$ cat config.mk
export PLATFORM = sky130hd
export DESIGN_NAME = ofifo_drain_ctrl
export DESIGN_NICKNAME = d
export VERILOG_FILES = /design/src/rtl/ofifo_drain_ctrl.sv
export SDC_FILE = /design/constraint.sdc
export NUM_CORES = 1
export LEC_CHECK = 0
export ABC_CLOCK_PERIOD_IN_PS = 1900
export CORE_MARGIN = 2
export CORE_UTILIZATION = 40
export DETAILED_ROUTE_END_ITERATION = 10
export DONT_BUFFER_PORTS = 1
export PLACE_DENSITY_LB_ADDON = 0.05
export SYNTH_ARGS = -nofsm -noshare
export SYNTH_HDL_FRONTEND = slang
export SYNTH_SLANG_ARGS = --single-unit
$ cat constraint.sdc
create_clock -name clk -period 1.9 [get_ports clk]
set_input_delay 0.285 -clock clk [delete_from_list [all_inputs] [get_ports clk]]
set_output_delay 0.285 -clock clk [all_outputs]
set_load 0.02 [all_outputs]
$ cat src/rtl/ofifo_drain_ctrl.sv
// Drains rows from the output FIFO into the psum SRAM, one single-beat read per row,
// arbitrating for the SRAM write port with a req/gnt handshake.
module ofifo_drain_ctrl #(
   parameter int col     = 8,
   parameter int psum_bw = 16,
   parameter int addr_bw = 11,
   parameter int cnt_bw  = 7
) (
   input  logic                     clk,
   input  logic                     reset,
   input  logic                     start,
   input  logic [addr_bw-1:0]       base_addr,
   input  logic [cnt_bw-1:0]        num_words,
   input  logic                     ofifo_valid,
   input  logic [col*psum_bw-1:0]   ofifo_out,
   output logic                     ofifo_rd,
   output logic                     sram_req,
   input  logic                     sram_gnt,
   output logic                     sram_cen,
   output logic                     sram_wen,
   output logic [addr_bw-1:0]       sram_addr,
   output logic [col*psum_bw-1:0]   sram_d,
   output logic                     busy,
   output logic                     done,
   output logic [cnt_bw-1:0]        words_done
);

   // state | meaning
   // IDLE  | waiting for start
   // REQ   | waiting for ofifo_valid, then issue one read
   // WAIT  | ofifo registers the read
   // CAPT  | head row on ofifo_out, captured into data_reg
   // WRITE | requesting the SRAM port; write fires in the gnt cycle
   // DONE  | one-cycle completion pulse
   typedef enum logic [2:0] {IDLE, REQ, WAIT, CAPT, WRITE, DONE} state_t;

   localparam int row_bw = col*psum_bw;

   state_t              state, state_nxt;
   logic [addr_bw-1:0]  addr, addr_nxt, addr_last;
   logic [cnt_bw-1:0]   remaining, remaining_nxt, words_done_nxt;
   logic [row_bw-1:0]   data_reg, data_last;
   logic                ofifo_rd_nxt, sram_req_nxt, done_nxt;
   logic                wr_fire;

   assign wr_fire = (state == WRITE) && sram_gnt;

   always_comb begin
      state_nxt      = state;
      addr_nxt       = addr;
      remaining_nxt  = remaining;
      words_done_nxt = words_done;
      done_nxt       = 1'b0;
      case (state)
         IDLE: begin
            if (start) begin
               if (num_words != '0) begin
                  state_nxt      = REQ;
                  addr_nxt       = base_addr;
                  remaining_nxt  = num_words;
                  words_done_nxt = '0;
               end else begin
                  done_nxt = 1'b1;
               end
            end
         end
         REQ:   if (ofifo_valid) state_nxt = WAIT;
         WAIT:  state_nxt = CAPT;
         CAPT:  state_nxt = WRITE;
         WRITE: begin
            if (sram_gnt) begin
               addr_nxt       = addr + 1'b1;
               words_done_nxt = words_done + 1'b1;
               remaining_nxt  = remaining - 1'b1;
               state_nxt      = (remaining == cnt_bw'(1)) ? DONE : REQ;
            end
         end
         DONE:    state_nxt = IDLE;
         default: state_nxt = IDLE;
      endcase
      ofifo_rd_nxt = (state == REQ) && ofifo_valid;
      sram_req_nxt = (state_nxt == WRITE);
      if (state_nxt == DONE) done_nxt = 1'b1;
   end

   always_ff @(posedge clk) begin
      if (reset) begin
         state      <= IDLE;
         addr       <= '0;
         remaining  <= '0;
         words_done <= '0;
         data_reg   <= '0;
         addr_last  <= '0;
         data_last  <= '0;
         ofifo_rd   <= 1'b0;
         sram_req   <= 1'b0;
         busy       <= 1'b0;
         done       <= 1'b0;
      end else begin
         state      <= state_nxt;
         addr       <= addr_nxt;
         remaining  <= remaining_nxt;
         words_done <= words_done_nxt;
         ofifo_rd   <= ofifo_rd_nxt;
         sram_req   <= sram_req_nxt;
         busy       <= (state_nxt != IDLE);
         done       <= done_nxt;
         if (state == CAPT) data_reg <= ofifo_out;
         if (wr_fire) begin
            addr_last <= addr;
            data_last <= data_reg;
         end
      end
   end

   // The write lands in the granted cycle; address/data otherwise hold the last write.
   assign sram_cen  = ~wr_fire;
   assign sram_wen  = ~wr_fire;
   assign sram_addr = wr_fire ? addr     : addr_last;
   assign sram_d    = wr_fire ? data_reg : data_last;

endmodule

# == Word level (Yosys, flattened, before mapping) ==
# Index checks and enable logic that the tools add are counted.
# totals
ff_bits,299
out_inout_bits,152
in_bits,151
# classes
eq_ne,10
n_mux,24
n_bitwise,1
n_reduce_logical,7
n_addsub,3
# ops
operator,count
$mux W128,1
$mux W11,4
$mux W7,6
$pmux W7 S2,2
$pmux W11 S2,1
$mux W3,5
$pmux W3 S5,1
$add A11 B1 Y11 const B,1
$eq A3 B3 Y1 const B,3
$add A7 B1 Y7 const B,1
$eq A7 B1 Y1 const B,1
$reduce_bool A7 Y1,1
$sub A7 B1 Y7 const B,1
$eq A3 B2 Y1 const B,2
$ne A2 B2 Y1 const B,3
$mux W1,4
$reduce_and A4 Y1,1
$eq A3 B1 Y1 const B,1
$logic_not A3 Y1,1
$reduce_bool A3 Y1,1
$logic_and A1 B1 Y1,2
$reduce_bool A2 Y1,1
$not A1 Y1,1

# == Depth between registers and ports, before layout ==
# depth
word_depth,6
mapped_depth,7
mapped_depth_nobuf,6

# == Least setup slack after synthesis ==
# OpenSTA, ideal clock, no wires.
# synth_timing
kind,register to output
start,reg state[0]
end,out sram_addr[10]
path_stages_with_launch,8
arrival_time_ns,1.678
setup_slack_ns,-0.063
n_path_buf,3
path_cell_list,dfxtp_1 -> buf_2 -> and4bb_2 -> buf_2 -> inv_1 -> clkbuf_1 -> nand2_1 -> nand2_1
# synth_via
elab_chain_len,3
# synth_rtl
element,line,rtl
from (decl),39,"state_t state, state_nxt;"
from (signal assigned),100,state <= state_nxt;
$eq A3 B3 Y1,46,assign wr_fire = (state == WRITE) && sram_gnt;
$logic_and A1 B1 Y1,46,
$mux W11,n/a,
to (decl),21,"output logic [addr_bw-1:0] sram_addr,"
# Every way passes these cells.

# == Worst setup path after layout ==
# layout_timing
start,reg state[0]
end,out sram_d[56]
# layout_via
elab_chain_len,3
# layout_rtl
element,line,rtl
$eq A3 B3 Y1,46,
$logic_and A1 B1 Y1,46,
$mux W128,n/a,
to (decl),22,"output logic [col*psum_bw-1:0] sram_d,"
# Every way passes these cells.

==> impl_summary.txt <==
----------------------------------------------------
[Place]
  Last weighted congestion value of the routability-driven placer ... 0.800
  Place WS ... 0.0280 ns
  DP HPWL ... 19600 µm
  Input/output buffers ... 0

[Clock network]
  CTS buffer count ... 35
  Number of H-tree levels ... 2
  Clock tree from TritonCTS ... built
  Clock sinks ... 299
  Clock transition at the registers of the reported paths ... 0.06 ns
  Clock root buffer ... sky130_fd_sc_hd__clkbuf_16
  Clock Path Buffers ... 3
  Worst skew pair latency ... 0.50 ns

[STA]
  Actual slew at the worst max-slew pin ... 0.583 ns
  Max-slew headroom ... 60.7%
  Tmin final ... 2.29 ns
  Number of setup violations in the final report ... 141
  RSZ-0062 raised after global routing ... true
  Max Clock Skew ... 0.0172 ns
  Post-route clock period utilization ... 120%
  Number of hold-slack violations in the final timing report ... 37
  Final hold slack ... -0.133 ns
  Number of max-slew violations in the final report ... 0
  F_max ... 0.437 GHz
  Setup slack after layout ... -0.389 ns
  Sum of negative setup slack ... -48.28 ns

[Status]
  Status ... finished, violations left
  Violations in the final reports ... negative hold slack, negative setup slack

[Route]
  Via density per instance ... 5.11
  DR vias ... 8943
  Total routed wirelength ... 31100 µm
  Routed length per instance ... 17.8 µm
  Remaining antenna violation count after routing ... 0
  # DRC ... 0
  First-pass iteration count of the detailed router ... 5
  Number of violations reported at the end of detailed-routing iteration 0 ... 398

[Power and ir drop]
  Relative contribution of sequential cells to total power ... 47.0%
  Power Dens Cells ... 932 nW/µm²
  Max IR drop VDD ... 0.771 mV
  Net Sw Power ... 3000 µW
  Clock network fraction of total power ... 47.4%
  Combinational fraction of design power ... 5.7%
  Leakage power ... 0.00559 µW
  Internal Pwr Total ... 10700 µW
  Fraction of power spent switching nets ... 21.8%

[Setup path]
  Class of the most critical setup path ... register to output port
  Required arrival time at the worst endpoint ... 1.62 ns
  Maximum net fanout on the critical path ... 29
  CP Capture Type ... output port
  Crit start category ... register
  Arrival time at the worst endpoint ... 2.00 ns

[Logic synthesis]
  Async set-reset flop share out of synthesis ... 0%
  Mapped cell area ... 11600 µm²
  Synth Warn # ... 0
  Synth Area per Inst ... 9.35 µm²
  Register bit total from synthesis ... 299
  Count of flip-flops with a built-in enable after synthesis ... 0
  Fraction of the yosys area taken by sequential cells ... 51.7%
  Prevailing post-synth register cell ... sky130_fd_sc_hd__dfxtp_1
  Post-Syn Nets ... 1393
  Number of distinct standard cells referenced by the synthesized netlist ... 57
  Gate count of the mapped netlist ... 1238

[Global route]
  Pin count of the biggest net entering global routing ... 155
  Total Routing Usage GR ... 19.4%
  Via count of the first global-routing pass ... 8283
  Wire length of the first global-routing pass ... 47600 µm
  GRT Residual Overflow ... 0
  Antenna violations before repair ... 1

[Final layout]
  Most frequent cells in the layout ... sky130_fd_sc_hd__dfxtp_1, sky130_fd_sc_hd__nand2_1, sky130_fd_sc_hd__a21oi_1, sky130_fd_sc_hd__and2_1, sky130_fd_sc_hd__dlygate4sd3_1
  Layout overhead on the synthesized area ... 27.5%
  Most common library cell in the layout ignoring fill and taps ... sky130_fd_sc_hd__dfxtp_1
  Fin nets ... 1495
  Share of final-layout standard cells stronger than drive strength 1 ... 18.5%

[Floorplanning]
  Die Footprint ... 30300 µm²
  Area of the core ... 28600 µm²
  Num rows ... 62
  Initial standard-cell utilization of the core ... 40.4%
  Horizontal extent of the die ... 174 µm
  Die Span Y ... 174 µm
  Top Ports ... 303

[Min path]
  Class of the tightest hold or removal check ... input port to register

[Flow run]
  Max Cap Violations ... 0

----------------------------------------------------
-- path summary, 6_finish.rpt --
| check | endpoint | cells after the start | slack, ns | start |
|---|---|---|---|---|
| hold / removal | addr_last[10] | 1 | -0.13 | reset |
| hold reg to reg | data_reg[35] | 2 | 0.45 | data_reg[35] |
| setup / recovery | sram_d[56] | 4 | -0.39 | state[0] |
| setup reg to reg | addr[3] | 5 | 0.11 | state[2] |
-- Yosys cell counts (3+ instances only) --
cell type                  number  share of area [%]
sky130_fd_sc_hd__o211ai_1       4               0.26
sky130_fd_sc_hd__or3_1          4               0.22
sky130_fd_sc_hd__nor3b_1        5               0.32
sky130_fd_sc_hd__buf_2         19               0.82
sky130_fd_sc_hd__buf_1          4               0.13
sky130_fd_sc_hd__a31oi_1        4               0.22
sky130_fd_sc_hd__ha_1           4               0.43
sky130_fd_sc_hd__mux2i_1        3               0.26
sky130_fd_sc_hd__dfxtp_1      299                 52
sky130_fd_sc_hd__nand4_1        5               0.27
sky130_fd_sc_hd__mux2_2       138                 13
sky130_fd_sc_hd__a21oi_1      150                6.5
sky130_fd_sc_hd__nand2b_1       3               0.16
sky130_fd_sc_hd__clkbuf_1      68                2.2
sky130_fd_sc_hd__and2_1       139                7.5
sky130_fd_sc_hd__nand3_1        8               0.35
sky130_fd_sc_hd__o22ai_1        6               0.32
sky130_fd_sc_hd__o32ai_1        8               0.61
sky130_fd_sc_hd__a221oi_1       6               0.45
sky130_fd_sc_hd__o21ai_0        5               0.22
sky130_fd_sc_hd__nor3_1         7               0.30
sky130_fd_sc_hd__nand2_1      282                9.1
sky130_fd_sc_hd__nor2_1         9               0.29
sky130_fd_sc_hd__inv_1         12               0.39
sky130_fd_sc_hd__and3_1         7               0.38
-- logic make-up (layout without fill, tap and decap cells) --
| logic type | after synthesis | count (layout) | synth area share (%) |
|---|---|---|---|
| AOI/OAI and AO/OA | 208 | 208 | 10.5 |
| and+or+nand+nor | 481 | 481 | 20.0 |
| adders and majority gates | 4 | 4 | 0.432 |
| DFF | 299 | 299 | 51.7 |
| muxes | 141 | 141 | 13.7 |
| buffers and inverters | 105 | 232 | 3.68 |
| other | 0 | 1 | 0 |
-- through the flow --
step / hold slack [ns] / total power [µW] / util, % / instances / instance area (µm²)
floorplan: 0.421 / 6990 / - / 1238 / 11600
global placement: 0.367 / 7150 / 42.3 / 1567 / 12100
detailed placement: 0.368 / 7150 / 42.3 / 1567 / 12100
CTS: -0.168 / 13700 / 47.4 / 1637 / 13600
global route: -0.160 / 14300 / 51.5 / 1750 / 14800
finish: -0.133 / 13700 / 51.5 / 1750 / 14800
-- power groups by stage --
stage	Clock [µW]	Combinational [µW]	Sequential [µW]
2_1_floorplan	0	426	6560
3_3_place_gp	0	567	6590
3_5_place_dp	0	567	6590
4_1_cts	6690	581	6450
5_1_grt	6960	857	6460
6_report	6510	780	6450
-- layer usage --
metal | vias up | share of wire, % | routed length, µm | track usage [%]
met1 | 4270 | 46 | 14200 | 25.3
li1 | 4379 | - | - | -
met2 | 252 | 44 | 13800 | 29.9
met3 | 42 | 8.1 | 2520 | 7.92
met5 | - | 0 | 0 | 0
met4 | 0 | 1.6 | 513 | 4.87
-- worst max-delay path, stage by stage (launching register included) --
cell and delay, ns:
sky130_fd_sc_hd__dfxtp_2 0.33, sky130_fd_sc_hd__and4bb_4 0.35, sky130_fd_sc_hd__buf_12 0.15, sky130_fd_sc_hd__buf_16 0.21, sky130_fd_sc_hd__mux2_2 0.44
-- area by class of cell --
type | count | area [µm²]
antenna | 1 | 2.50
clock buffer | 57 | 1110
clock inverter | 5 | 25.0
fill | 2660 | 13900
inverter | 12 | 47.5
multi-input combinational | 834 | 5390
sequential | 299 | 5990
tap | 384 | 480
timing repair buffer | 158 | 1710
-- what timing repair did --
| item | 4_1_cts | 5_1_grt |
|---|---|---|
| setup endpoints to repair | 142 | 174 |
| gates resized for setup | 56 | 15 |
| gates cloned | 1 | 1 |
| pin swaps | 1 | 1 |
| hold buffers | 2 | 110 |
| buffers inserted | 5 | 1 |
| endpoints found under the hold margin | 147 | 143 |
Power figures use the tool's default switching activity.
